--- src/rtl/msp_sr_pkg.sv ---
// Shared definitions for the MSP430 status register (R2/SR) and its low-power sequencer.
package msp_sr_pkg;

  localparam int unsigned SR_C      = 0;
  localparam int unsigned SR_Z      = 1;
  localparam int unsigned SR_N      = 2;
  localparam int unsigned SR_GIE    = 3;
  localparam int unsigned SR_CPUOFF = 4;
  localparam int unsigned SR_OSCOFF = 5;
  localparam int unsigned SR_SCG0   = 6;
  localparam int unsigned SR_SCG1   = 7;
  localparam int unsigned SR_V      = 8;

  localparam logic [15:0] SR_IMPL_MASK = 16'h01FF;
  localparam logic [15:0] SR_IRQ_KEEP  = 16'h0040;

  typedef enum logic [1:0] {
    LPM_ACTIVE = 2'd0,
    LPM_SLEEP  = 2'd1,
    LPM_WAKE   = 2'd2
  } lpm_state_e;

endpackage

--- src/rtl/lpm_wake_fsm.sv ---
// Low-power-mode sequencer: ACTIVE/SLEEP/WAKE state and wake-up delay counter.
module lpm_wake_fsm
  import msp_sr_pkg::*;
#(
  parameter int unsigned WAKE_CYCLES = 4
) (
  input  logic       clk,
  input  logic       rst,
  input  logic       cpuoff,
  input  logic       accept,
  output logic [1:0] state,
  output logic       cpu_stall
);

  localparam logic [3:0] WAKE_INIT = (WAKE_CYCLES == 0) ? 4'd0 : 4'(WAKE_CYCLES - 1);

  lpm_state_e state_q, state_d;
  logic [3:0] cnt_q, cnt_d;

  always_ff @(posedge clk) begin
    if (rst) begin
      state_q <= LPM_ACTIVE;
      cnt_q   <= '0;
    end else begin
      state_q <= state_d;
      cnt_q   <= cnt_d;
    end
  end

  always_comb begin
    state_d = state_q;
    cnt_d   = cnt_q;
    case (state_q)
      LPM_ACTIVE: begin
        if (cpuoff && !accept) state_d = LPM_SLEEP;
      end
      LPM_SLEEP: begin
        if (accept) begin
          if (WAKE_CYCLES == 0) begin
            state_d = LPM_ACTIVE;
          end else begin
            state_d = LPM_WAKE;
            cnt_d   = WAKE_INIT;
          end
        end
      end
      LPM_WAKE: begin
        if (cnt_q == 4'd0) state_d = LPM_ACTIVE;
        else               cnt_d   = cnt_q - 4'd1;
      end
      default: state_d = LPM_ACTIVE;
    endcase
  end

  assign state     = state_q;
  assign cpu_stall = (state_q != LPM_ACTIVE);

endmodule

--- src/rtl/sr_reg.sv ---
// MSP430 status register R2/SR with interrupt acceptance and low-power sequencing.
// Optional macro SR_NMI_EN adds the nmi_req port to the accept condition.
module sr_reg
  import msp_sr_pkg::*;
#(
  parameter int unsigned WAKE_CYCLES = 4,
  parameter logic [15:0] SR_RESET    = 16'h0000
) (
  input  logic        clk,
  input  logic        rst,
  input  logic [15:0] reg_SR_in,
  input  logic        sr_we,
  input  logic        instr_bound,
  input  logic        irq_req,
`ifdef SR_NMI_EN
  input  logic        nmi_req,
`endif
  output logic [15:0] reg_SR_out,
  output logic [15:0] sr_saved,
  output logic        irq_ack,
  output logic        cpu_stall
);

  logic [15:0] sr_q;
  logic [15:0] saved_q;
  logic        ack_q;
  logic [1:0]  lpm_state;
  logic        irq_pending;
  logic        accept;

`ifdef SR_NMI_EN
  assign irq_pending = (irq_req & sr_q[SR_GIE]) | nmi_req;
`else
  assign irq_pending = irq_req & sr_q[SR_GIE];
`endif

  // Boundary-qualified while running, unconditional while asleep, blocked during wake-up.
  assign accept = irq_pending &
                  (((lpm_state == LPM_ACTIVE) & instr_bound) | (lpm_state == LPM_SLEEP));

  always_ff @(posedge clk) begin
    if (rst) begin
      sr_q    <= SR_RESET & SR_IMPL_MASK;
      saved_q <= '0;
      ack_q   <= 1'b0;
    end else begin
      ack_q <= accept;
      if (accept) begin
        saved_q <= sr_q;
        sr_q    <= sr_q & SR_IRQ_KEEP;
      end else if (sr_we) begin
        sr_q <= reg_SR_in & SR_IMPL_MASK;
      end
    end
  end

  lpm_wake_fsm #(
    .WAKE_CYCLES(WAKE_CYCLES)
  ) u_lpm (
    .clk      (clk),
    .rst      (rst),
    .cpuoff   (sr_q[SR_CPUOFF]),
    .accept   (accept),
    .state    (lpm_state),
    .cpu_stall(cpu_stall)
  );

  assign reg_SR_out = sr_q;
  assign sr_saved   = saved_q;
  assign irq_ack    = ack_q;

endmodule

--- config.mk ---
export PLATFORM = sky130hd
export DESIGN_NAME = sr_reg
export DESIGN_NICKNAME = d
export VERILOG_FILES = /design/src/rtl/msp_sr_pkg.sv /design/src/rtl/lpm_wake_fsm.sv /design/src/rtl/sr_reg.sv
export SDC_FILE = /design/constraint.sdc
export NUM_CORES = 1
export LEC_CHECK = 0
export ABC_CLOCK_PERIOD_IN_PS = 2100
export CAP_MARGIN = 20
export CELL_PAD_IN_SITES_DETAIL_PLACEMENT = 2
export CELL_PAD_IN_SITES_GLOBAL_PLACEMENT = 2
export CORE_MARGIN = 5
export CORE_UTILIZATION = 25
export CTS_BUF_LIST = sky130_fd_sc_hd__clkbuf_16
export DETAILED_ROUTE_END_ITERATION = 7
export PLACE_DENSITY = 0.87
export SETUP_SLACK_MARGIN = 0.4
export SYNTH_ARGS = -nofsm -noshare
export SYNTH_HDL_FRONTEND = slang
export SYNTH_HIERARCHICAL = 1
export SYNTH_SLANG_ARGS = --single-unit
--- constraint.sdc ---
create_clock -name clk -period 2.1 [get_ports clk]
set_input_delay 0.42 -clock clk [delete_from_list [all_inputs] [get_ports clk]]
set_output_delay 0.42 -clock clk [all_outputs]
set_load 0.005 [all_outputs]
# --- Word-level counts from Yosys, hierarchy flattened ---
# Index checks and enable logic that the tools add are counted.
classes:
  addsub: 1
  bitwise: 5
  muxes: 7
  eq_ne: 6
  reduce_logical: 10
op_table:
  columns: ["operator", "count"]
  rows:
  - ["$mux 4", 2]
  - ["$pmux 4 s2", 1]
  - ["$mux 2", 3]
  - ["$ne 2x1->1 const B", 3]
  - ["$pmux 2 s3", 1]
  - ["$reduce_and 3->1", 2]
  - ["$logic_not 4->1", 1]
  - ["$reduce_bool 2->1", 2]
  - ["$sub 4x1->4 const B", 1]
  - ["$and 1x1->1", 3]
  - ["$eq 2x1->1 const B", 1]
  - ["$eq 2x2->1 const B", 1]
  - ["$logic_not 2->1", 1]
  - ["$ne 2x2->1 const B", 1]
  - ["$reduce_and 2->1", 1]
  - ["$reduce_or 2->1", 1]
  - ["$logic_and 1x1->1", 1]
  - ["$logic_not 1->1", 1]
  - ["$not 1->1", 1]
  - ["$or 1x1->1", 1]
totals:
  out_inout_bits: 34
  reg_bits: 25

# --- Logic depth before layout (Yosys ltp) ---
depth:
  word_depth: 8
  depth_mapped: 6

# --- Modules after synthesis ---
# The synthesis kept the hierarchy.
by_module_without_submodules:
  columns: ["mod", "n_inst", "area_each_um2", "cells_per_inst"]
  rows:
  - ["sr_reg", 1, 889.6, 92]
  - ["lpm_wake_fsm", 1, 300.3, 32]

# --- Least setup slack after synthesis ---
# OpenSTA, ideal clock, no wires.
synth_timing:
  kind: "register to register"
  from: "reg u_lpm.cnt_q[0]"
  to: "reg u_lpm.cnt_q[0]"
  path_stages_with_launch: 6
  setup_slack_ns: 0.811
  setup_ns: 0.070
  arrival_ns: 1.219
  period_less_slack_ns: 1.289
  path_cell_list: "dfxtp_1 -> inv_1 -> ha_1 -> or3b_4 -> a31o_1 -> a21oi_1"
synth_via:
  elab_chain_cells: 3
synth_rtl:
  columns: ["element", "line", "rtl"]
  rows:
  - ["from (decl)", "lpm_wake_fsm.sv:18", "logic [3:0] cnt_q, cnt_d;"]
  - ["from (signal assigned)", "lpm_wake_fsm.sv:26", "cnt_q <= cnt_d;"]
  - ["$sub 4x1->4 / $logic_not 4->1 (equally long branches)", "lpm_wake_fsm.sv:49, lpm_wake_fsm.sv:48", null]
  - ["$mux 4 / $ne 2x2->1 (equally long branches)", null, null]
  - ["$pmux 4 s2 / $reduce_and 3->1 (equally long branches)", null, null]
# Several ways; a longest one is shown, not always the timed one. The select of a mux whose other input is x is not followed.
# A chain may end at the register's enable or synchronous reset.

# --- Final worst setup path ---
layout_timing:
  from: "reg sr_q[3], in the netlist reg_SR_out[3]"
  to: "out reg_SR_out[3]"
layout_lines:
  columns: ["element", "line", "rtl"]
  rows:
  - ["from (decl)", "sr_reg.sv:24", "logic [15:0] sr_q;"]
  - ["from (signal assigned)", "sr_reg.sv:43", "sr_q <= SR_RESET & SR_IMPL_MASK;"]
  - ["from (signal assigned)", "sr_reg.sv:50", "sr_q <= sr_q & SR_IRQ_KEEP;"]
  - ["from (signal assigned)", "sr_reg.sv:52", "sr_q <= reg_SR_in & SR_IMPL_MASK;"]
  - ["to (decl)", "sr_reg.sv:18", "output logic [15:0] reg_SR_out,"]
# No word-level cell between the ends.

==> impl_metrics.ini <==
[run_status]
status = complete, no violations

[detailed_routing]
ant_nets = 0
drt_iter0_drc = 64
wl_mm = 3.78
remaining_drc_errors = 0
dr.pass1.iters = 4
routedWlPerCell_um = 17.8
vias = 1024
viasPerCell = 4.83

[floorplanning]
start_util_pct = 25.5
die_x_um = 79.0
coreArea_mm2 = 0.00466
die_area_mm2 = 0.00624
dieHeight_um = 79.0
row_count = 25
ios = 55

[min_path]
worst_hold_path_type = reg -> reg

[setup_path]
crit_family = buffers and inverters
crit_slowest_cell = clkdlybuf4s50_1
critPathMaxStageDelay_ns = 0.53
start_kind = flop
path_max_fanout = 4
crit_required_ns = 1.68
path_buf_inv = 1
arrival_ns = 1.19
crit_type = reg -> out
crit_path_cell_trace = clkdlybuf4s50_1
crit_path_end_kind = primary output

[power]
max-vdd-ir-drop_v = 0.000380
power.total_mw = 1.07
power.leakage_nw = 0.634
power.density_mw_per_mm2 = 665

[clock_network]
cts_setup_buffers = 0
clk_latency_ns = 0.26
cts_tree = built
cts_made_buffers = 3
clk_pin_slew_ns = 0.06
cts_root_buf = clkbuf_16
cts_hold_buf = 0
htree_num_levels = 1
cts.sinks = 25
cts_resized = 4
clockBufferDepth = 2

[placement]
hpwl_mm = 2.80
gp_congestion = 0.679
port_buffers = 33

[finish]
drive_gt1_share_pct = 12.0
num_antenna_cells = 0
areaGrowthSynthToFinish_pct = 34.8
nets = 182
fillers = 519

[timing]
min_period_ns = 1.61
slew_viol_final = 0
fmax_mhz = 622
finalCritPeriodShare_pct = 76.6
rsz0062_at_grt = no
fin_setup_tns_ns = 0
setup_violations = 0
hold_viol_final = 0
finClkSkew_ns = 0.00141

[global_routing]
track_usage_pct = 12.4
grt_pass1_wl_mm = 6.04
grt_pass1_vias = 1211
antenna_found_initial = 0
grt_max_degree = 20
grt_overflow = 0

[synthesis]
yosysWarningCount = 6
synthArstFlopShare_pct = 0
syn_inst = 124
synth_area_mm2 = 0.00119
synth.avg_cell_area_um2 = 9.60
ys_types = 38
synth_edf_count = 0
yosys_register_bits = 25
synth_ff_type = dfxtp_1
yosysSeqAreaShare_pct = 42.1

[job]
cap_viol_max_count = 0
==> layout make-up <==
class | instances | area, um2 | area share, %
clock inverters | 1 | 3.75 | 0.234
flip-flops and latches | 25 | 504 | 31.4
multi-input cells | 88 | 579 | 36.1
clock buffers | 3 | 75.1 | 4.68
well taps | 54 | 67.6 | 4.21
inverters | 4 | 15.0 | 0.936
repair buffers | 37 | 359 | 22.4
==> state kept, by name (all words and copies together) (netlist names) <==
| register | flops |
|---|---|
| irq_ack | 1 |
| reg_SR_out | 9 |
| sr_saved | 9 |
| u_lpm/cnt_q | 4 |
| u_lpm/state | 2 |
==> stage by stage <==
stage | instance area (um2) | instances | util [%] | worst slack, ns | hold WS (ns)
after floorplan | 1240 | 137 | - | 0.811 | 0.452
after global placement | 1520 | 208 | 32.6 | 0.321 | 0.452
after detailed placement | 1520 | 208 | 32.6 | 0.281 | 0.481
after CTS | 1600 | 212 | 34.3 | 0.471 | 0.492
after global routing | 1600 | 212 | 34.4 | 0.428 | 0.506
final | 1600 | 212 | 34.4 | 0.491 | 0.482
==> per-layer routing <==
layer	track usage, %	routed length (um)	up-vias
met4	2.41	34	0
met2	23.6	2020	37
li1	-	-	478
met1	13.7	1540	505
met3	3.51	183	4
met5	0	0	-
==> final timing paths <==
kind | start | to | slack, ns | cells past startpoint
worst min-delay path | sr_saved[3]$_SDFFE_PP0P_ | sr_saved[3]$_SDFFE_PP0P_ | 0.48 | 1
worst max-delay path | reg_SR_out[3]$_SDFFE_PP0P_ | reg_SR_out[3] | 0.49 | 1
worst min register to register | sr_saved[3]$_SDFFE_PP0P_ | sr_saved[3]$_SDFFE_PP0P_ | 0.48 | 1
worst max register to register | u_lpm/cnt_q[0]$_SDFFE_PP0P_ | u_lpm/cnt_q[0]$_SDFFE_PP0P_ | 0.63 | 5
==> logic make-up after synthesis <==
logic type	after synthesis	synth area share, %
compound gates	27	14.6
simple gates	37	20.4
other cells	1	0.315
flops	25	42.1
mux	8	6.73
buf+inv	24	13.8
fa+ha+maj	2	2.10
==> layout by cell type (no fill, tap or decap), types with 4 or more instances in the layout <==
cell | Yosys | routed
buf_4 | 15 | 4
a21oi_1 | 10 | 10
nand3_1 | 9 | 9
dfxtp_1 | 25 | 22
nor3_1 | 8 | 8
o21ai_0 | 8 | 8
mux2i_1 | 8 | 8
conb_1 | 1 | 14
inv_1 | 4 | 5
clkdlybuf4s50_1 | 0 | 32
==> report_power, final <==
group / leakage, nW / switching (mW) / internal, mW
registers: 0.205 / 0.0157 / 0.490
clock network: 0.0423 / 0.171 / 0.255
logic: 0.387 / 0.0643 / 0.0709
==> synthesized netlist by cell type (2+ instances only) <==
master | number | area, um2
mux2i_1 | 8 | 80.1
buf_6 | 2 | 22.5
buf_2 | 2 | 10.0
a21oi_1 | 10 | 50.1
nor4_1 | 2 | 12.5
nor3_1 | 8 | 40.0
nand3_1 | 9 | 45.0
a31o_1 | 2 | 17.5
buf_4 | 15 | 113
inv_1 | 4 | 15.0
nor2_1 | 2 | 7.51
dfxtp_1 | 25 | 500
o21ai_0 | 8 | 40.0
ha_1 | 2 | 25.0
nand2_1 | 2 | 7.51
Power figures use the tool's default switching activity.
